**src/rtl/sd_timer.sv**
```systemverilog
// Loadable WIDTH-bit down-counter with a registered terminal-count pulse.
// Supports one-shot and auto-reload (periodic tick) modes; load has top priority.
module sd_timer #(
  parameter int WIDTH = 4
) (
  input  logic             clk,
  input  logic             reset,
  input  logic             en,
  input  logic             load,
  input  logic [WIDTH-1:0] load_val,
  input  logic             auto_reload,
  output logic [WIDTH-1:0] r_reg,
  output logic             tc,
  output logic             busy
);

  typedef enum logic {
    IDLE = 1'b0,
    RUN  = 1'b1
  } state_t;

  localparam logic [WIDTH-1:0] ONE  = WIDTH'(1);
  localparam logic [WIDTH-1:0] ZERO = '0;

  state_t           state;
  state_t           state_next;
  logic [WIDTH-1:0] count_next;
  logic [WIDTH-1:0] reload_reg;
  logic [WIDTH-1:0] reload_next;
  logic             tc_next;

  // NOTE: sequential state uses non-blocking assignments so every flop samples
  // the pre-edge values of its neighbours, independent of process ordering.
  always_ff @(posedge clk or negedge reset) begin
    if (!reset) begin
      state      <= IDLE;
      r_reg      <= ZERO;
      reload_reg <= ZERO;
      tc         <= 1'b0;
    end else begin
      state      <= state_next;
      r_reg      <= count_next;
      reload_reg <= reload_next;
      tc         <= tc_next;
    end
  end

  // NOTE: every output of this block is given a default first, so no path
  // through the if-tree leaves a signal unassigned and no latch is inferred.
  always_comb begin
    state_next  = state;
    count_next  = r_reg;
    reload_next = reload_reg;
    tc_next     = 1'b0;

    if (load) begin
      // A load always wins, including over a terminal cycle, so tc stays low.
      count_next  = load_val;
      reload_next = load_val;
      state_next  = (load_val != ZERO) ? RUN : IDLE;
    end else if (state == RUN && en) begin
      if (r_reg > ONE) begin
        count_next = r_reg - ONE;
      end else if (r_reg == ONE) begin
        tc_next = 1'b1;
        if (auto_reload) begin
          count_next = reload_reg;
        end else begin
          count_next = ZERO;
          state_next = IDLE;
        end
      end else begin
        // RUN with a zero count cannot be entered; fall back to IDLE rather than wrap.
        state_next = IDLE;
      end
    end
  end

  // busy is a pure decode of the state flop, so it has no path from the inputs.
  assign busy = (state == RUN);

endmodule

```
**config.mk**
```make
export PLATFORM = sky130hd
export DESIGN_NAME = sd_timer
export DESIGN_NICKNAME = d
export VERILOG_FILES = /design/src/rtl/sd_timer.sv
export SDC_FILE = /design/constraint.sdc
export NUM_CORES = 1
export LEC_CHECK = 0
export CAP_MARGIN = 30
export CORE_AREA = 2 2 39 41
export CTS_CLUSTER_SIZE = 28
export DETAILED_ROUTE_END_ITERATION = 8
export DIE_AREA = 0 0 41 43
export DONT_BUFFER_PORTS = 1
export GPL_TIMING_DRIVEN = 0
export PLACE_DENSITY = 0.67
export SKIP_LAST_GASP = 1
export SLEW_MARGIN = 20
export SYNTH_ARGS = -nofsm -noshare
export SYNTH_HDL_FRONTEND = slang
export SYNTH_SLANG_ARGS = --single-unit
```
**constraint.sdc**
```tcl
create_clock -name clk -period 1.9 [get_ports clk]
set_clock_uncertainty 0.1 [all_clocks]
set_input_delay 0.285 -clock clk [delete_from_list [all_inputs] [get_ports clk]]
set_output_delay 0.285 -clock clk [all_outputs]
set_load 0.02 [all_outputs]
```
==> results.toml, run 1 <==
[die]
core.rowCount = 14
fp.dieW_um = 41
die_y_um = 43
boundaryPins = 15
core_sq_mm = 0.00138
die-area_sq_mm = 0.00176
initial_core_util_pct = 41.2

[sta]
fmax_mhz = 559
tns_ns = 0
fin_ws_ns = 0.112
max_slew.worst_pin.slew_ns = 0.480
hold_viol_final = 0
min_period_over_period_pct = 94.1
rsz0062_at_grt = "true"
min_period_ns = 1.79
max-slew-margin-rel_pct = 67.9
drv_slew = 0
setup_violations = 0

[worst_setup_path]
endpoint_kind = "flop"
r2r-end = "r_reg[2]"
path_class = "flop to flop"
cp-start-kind = "flop"
reg2reg_from = "r_reg[1]"
cpMaxStageDelayCell = "dfrtp_2"
worstPathRequired_ns = 2.02
arrival_ns = 1.91
crit_fanout = 4
crit_top_cell = "inv_1"
r2r_slack_ns = 0.11
path_buf_inv = 2
worstPathCellList = "inv_1 -> ha_4 -> inv_1 -> a31o_1 -> o41ai_1 -> mux2_1"
slowest_delay_ns = 0.46
rr_worst_depth = 6
path_delay_family = "compound AO/OA/AOI/OAI gates"

[pwr]
peakVddDrop_uv = 451
total_power_uw = 615
power_leakage_uw = 0.000252
switching_power_uw = 200
swShare_pct = 32.5
p_seq_share_pct = 45.7
p_int_uw = 415
clockPowerShare_pct = 32.5
p_per_area_mw_per_mm2 = 929
p_comb_share_pct = 21.8

[logic_synthesis]
synthTopCellsByArea = "dfrtp_1 (44%), mux2_2 (7.9%), a21oi_1 (6.1%), nand4b_1 (4.6%), ha_1 (4.4%)"
netlist_area_sq_um = 571
synth.top_cell.area_share_pct = 43.9
syn-instance-count = 57
ys_ff_latch = 10
synth_largest_area_cell = "dfrtp_1"
ys.flop_type = "dfrtp_1"
yosys_warnings = 0
synth_cell_type_count = 28
synth_nets = 68
yosysSeqAreaShare_pct = 43.9
synth_area_per_cell_sq_um = 10.0
synthArstFlopShare_pct = 100
synth_edf_count = 0

[global_routing]
grt_first_pass_wirelength_mm = 2.10
antenna_found_initial = 0
grt.total_usage_pct = 18.1
grt.overflow.total = 0
grt_max_degree = 11
grt_pass1_vias = 448

[routing]
routed_wl_mm = 1.25
drt_iter0_drc = 8
via_per_inst = 6.00
wl_per_cell_um = 16.0
first_pass_iters = 4
num_vias = 468
ant_nets = 0
remaining_drc_errors = 0

[placed_design]
place_ws_ns = -0.130
hpwl_um = 932
gp_congestion = 0.801
portBuffers = 0

[cts]
cts_max_level = 1
cts_made_buffers = 3
post_cts_buffers = 0
cts_tree = "built"
clockBufferDepth = 2
clk_latency_ns = 0.27
clock-sinks = 10
root_buffer = "clkbuf_4"
clk_pin_slew_ns = 0.07

[layout]
finish.net_count = 74
diodes = 0
mostFrequentLayoutCells = "dfrtp_1 (8), a21oi_1 (7), inv_1 (4), mux2_2 (4)"
multi_input_area_sq_um = 319
area_growth_pct = 16.0
seq_area_sq_um = 253
drive_gt1_share_pct = 24.2
fill_cells = 130
final_common_cell = "dfrtp_1"

[worst_hold_path]
hp-start = "load_val[2]"
timing.hold.worst_endpoint = "r_reg[2]"
whs_path_depth = 1
hp-class = "input port to flop"

[run]
cap_viol_max_count = 0

[status]
status = "completed"
==> area by class of cell <==
type                            count  share of cell area, %
Multi-Input combinational cell     41                   48.2
Sequential cell                    10                   38.2
Tap cell                           16                   3.02
Inverter                            4                   2.27
Clock buffer                        4                   5.48
Buffer                              2                   1.32
Timing Repair Buffer                1                   1.51
==> cell usage after synthesis, drive strengths merged (2+ instances only) <==
cell	n
a21oi	7
ha	2
nand2	3
nor2	4
nand4b	3
inv	4
dfrtp	10
mux2	5
nor4	2
==> metrics by stage <==
| step | instances | utilization [%] | area, sq um | hold WS [ns] |
|---|---|---|---|---|
| floorplan | 57 | - | 571 | -0.111 |
| global placement | 73 | 42.7 | 591 | -0.110 |
| detailed placement | 73 | 42.7 | 591 | -0.110 |
| CTS | 78 | 46.3 | 641 | 0.0446 |
| global route | 78 | 47.8 | 662 | 0.0503 |
| finish | 78 | 47.8 | 662 | 0.0433 |
==> worst max path at each step <==
stage              from  endpoint  slack (ns)  cells after the start
6_report       r_reg[1]  r_reg[2]        0.11                      6
3_5_place_dp   r_reg[0]  r_reg[0]       -0.13                      6
4_1_cts        r_reg[1]  r_reg[0]       0.002                      6
5_1_grt        r_reg[1]  r_reg[2]       -0.03                      6
3_3_place_gp   r_reg[0]  r_reg[0]       -0.09                      6
2_1_floorplan  r_reg[0]  r_reg[0]        0.13                      6
==> timing repair <==
| item | CTS | global route |
|---|---|---|
| hold buffers | 1 | 0 |
| pin swaps | 0 | 0 |
| hold endpoints to repair | 10 | 0 |
| gates resized for setup | 2 | 5 |
| setup endpoints to repair | 2 | 3 |
==> logic make-up after synthesis <==
logic type	synth area share [%]
buffers and inverters	4.16
AOI/OAI and AO/OA	19.1
adders and majority gates	4.39
DFF	43.9
muxes	9.87
and+or+nand+nor	18.6
==> metal layers <==
metal / routed length (um) / vias up / track usage (%)
met2: 651 / 14 / 26.6
met1: 515 / 226 / 23.3
li1: - / 225 / -
met3: 61 / 3 / 4.19
met4: 19 / 0 / 10.0
met5: 0 / - / 0
==> power by group through the flow <==
stage                     clock network [uW]  registers [uW]  logic (uW)
after floorplan                            0             276        94.9
final                                    200             281         134
after global placement                     0             283         112
after detailed placement                   0             283         114
after CTS                                201             279         123
after global routing                     207             286         152
Note: power is estimated with default switching activity, not from simulation.
==> inputs of run 2 (changes only) <==
--- a/config.mk
+++ b/config.mk
@@ -5,7 +5,7 @@
 export SDC_FILE = /design/constraint.sdc
 export NUM_CORES = 1
 export LEC_CHECK = 0
-export CAP_MARGIN = 30
+export CAP_MARGIN = 20
 export CORE_AREA = 2 2 39 41
 export CTS_CLUSTER_SIZE = 28
 export DETAILED_ROUTE_END_ITERATION = 8
==> results of run 2 <==
No change in the layout: final DEF, timing and power equal those of run 1.
==> inputs of run 3 (changes only) <==
==> constraint.sdc (replaced) <==
create_clock -name clk -period 1.9 [get_ports clk]
set_clock_uncertainty 0.1 [all_clocks]
set_input_delay 0.285 -clock clk [delete_from_list [all_inputs] [get_ports clk]]
set_output_delay 0.285 -clock clk [all_outputs]
set_load 0.05 [all_outputs]
==> results.toml, run 3 (synthesis gave the netlist of run 1 again) <==
[cts]
root_buffer = "clkbuf_4"
clock-sinks = 10
cts_max_level = 1
clk_latency_ns = 0.26
cts_made_buffers = 3
clockBufferDepth = 2
cts_tree = "built"
clk_pin_slew_ns = 0.07

[global_routing]
grt.overflow.total = 0
grt_max_degree = 11
antenna_found_initial = 0
grt_pass1_vias = 451
grt.total_usage_pct = 17.0
grt_first_pass_wirelength_mm = 2.00

[pwr]
clockPowerShare_pct = 24.3
p_per_area_mw_per_mm2 = 916
power_leakage_uw = 0.000242
p_comb_share_pct = 22.3
peakVddDrop_uv = 460
swShare_pct = 37.7
p_int_uw = 375
p_seq_share_pct = 53.4
switching_power_uw = 227

[worst_setup_path]
worstPathRequired_ns = 2.00
worstPathCellList = "inv_1 -> ha_2 -> nor2_4 -> nor2_1 -> a2111oi_1 -> a221o_1"
slowest_delay_ns = 0.55
path_class = "flop to flop"
cpMaxStageDelayCell = "dfrtp_4"
crit_fanout = 6
endpoint_kind = "flop"
reg2reg_from = "r_reg[0]"
cp-startpoint = "r_reg[0]"
arrival_ns = 1.95
cp-start-kind = "flop"

[sta]
min_period_over_period_pct = 97.0
min_period_ns = 1.84
fmax_mhz = 543
max-slew-margin-rel_pct = 66.0
hold_viol_final = 0
drv_slew = 0
tns_ns = 0
max_slew.worst_pin.slew_ns = 0.510
setup_violations = 0

[layout]
finish.net_count = 74
fill_cells = 136
area_growth_pct = 15.1
post-route-util_pct = 47.5
mostFrequentLayoutCells = "a21oi_1 (7), dfrtp_1 (6), mux2_2 (4)"
final_cell_area_sq_um = 657
drive_gt1_share_pct = 27.9
diodes = 0
final_common_cell = "a21oi_1"

[die]
initial_core_util_pct = 41.2
core_sq_mm = 0.00138
boundaryPins = 15
core.rowCount = 14
die-area_sq_mm = 0.00176
die_y_um = 43
fp.dieW_um = 41

[placed_design]
portBuffers = 0
dpl_cell_area_sq_um = 593
gp_congestion = 0.821
hpwl_um = 932

[routing]
ant_nets = 0
wl_per_cell_um = 16.4
drt_iter0_drc = 6
num_vias = 449
first_pass_iters = 2
routed_wl_mm = 1.27
via_per_inst = 5.83
remaining_drc_errors = 0

[status]
status = "completed"

[worst_hold_path]
hp-start = "load_val[2]"
hp-class = "input port to flop"

[run]
cap_viol_max_count = 0
==> run 3: cell count changes in the layout (fill, tap and decap cells not counted) <==
cell,delta
clkbuf_8,-1
dfrtp_2,+1
a2111oi_1,+1
dfrtp_4,+1
inv_4,+1
dfrtp_1,-2
a2111oi_0,-1
inv_1,-1
==> run 3: power groups by stage <==
stage	logic [uW]	clock network, uW	registers, uW
finish	134	146	321
global route	150	156	325
CTS	130	147	315
detailed placement	112	0	319
global placement	112	0	318
floorplan	95.0	0	312
==> run 3: per-layer routing <==
| metal | up-vias | global-route usage (%) | wire length, um |
|---|---|---|---|
| li1 | 225 | - | - |
| met1 | 209 | 21.3 | 559 |
| met2 | 10 | 25.9 | 624 |
| met3 | 5 | 4.71 | 54 |
| met4 | 0 | 8.00 | 27 |
| met5 | - | 0 | 0 |
==> run 3: worst max-delay path: cells and delay by family, from the launching register on <==
family	cells	cell delay [ns]
buffers and inverters	1	0.12
adders and majority gates	1	0.24
AOI/OAI and AO/OA	2	0.53
and+or+nand+nor	2	0.23
DFF	1	0.55
==> run 3: worst paths after layout <==
path                                  to  slack [ns]  cells past startpoint
max                             r_reg[0]        0.06                      6
min reg2reg                reload_reg[0]        0.41                      1
min                             r_reg[2]        0.06                      1
min in group asynchronous       r_reg[0]        0.31                      1
max reg2reg                     r_reg[0]        0.06                      6
max in group asynchronous       r_reg[0]        1.03                      1
==> run 3: stage by stage <==
step | total power (uW) | cells | hold WS [ns] | worst slack, ns
after floorplan | 407 | 57 | -0.111 | 0.0647
after global placement | 430 | 73 | -0.110 | -0.129
after detailed placement | 431 | 73 | -0.110 | -0.147
after CTS | 591 | 77 | 0.0648 | 0.0193
after global routing | 631 | 77 | 0.0664 | -0.0102
final | 602 | 77 | 0.0592 | 0.0574
==> run 3: area by class of cell <==
type,count,area [sq um],share of cell area (%)
plain buffers,2,8.76,1.33
clock buffers,3,22.5,3.43
inverters,4,17.5,2.67
multi-input cells,41,320,48.8
flip-flops and latches,10,258,39.2
well taps,16,20.0,3.05
repair buffers,1,10.0,1.52
==> run 3: what timing repair did <==
item | 4_1_cts | 5_1_grt
endpoints found under the setup margin | 3 | 1
hold buffers | 1 | 0
setup buffers | 0 | 0
gates cloned | 0 | 0
resized for setup | 6 | 5
hold endpoints to repair | 10 | 0
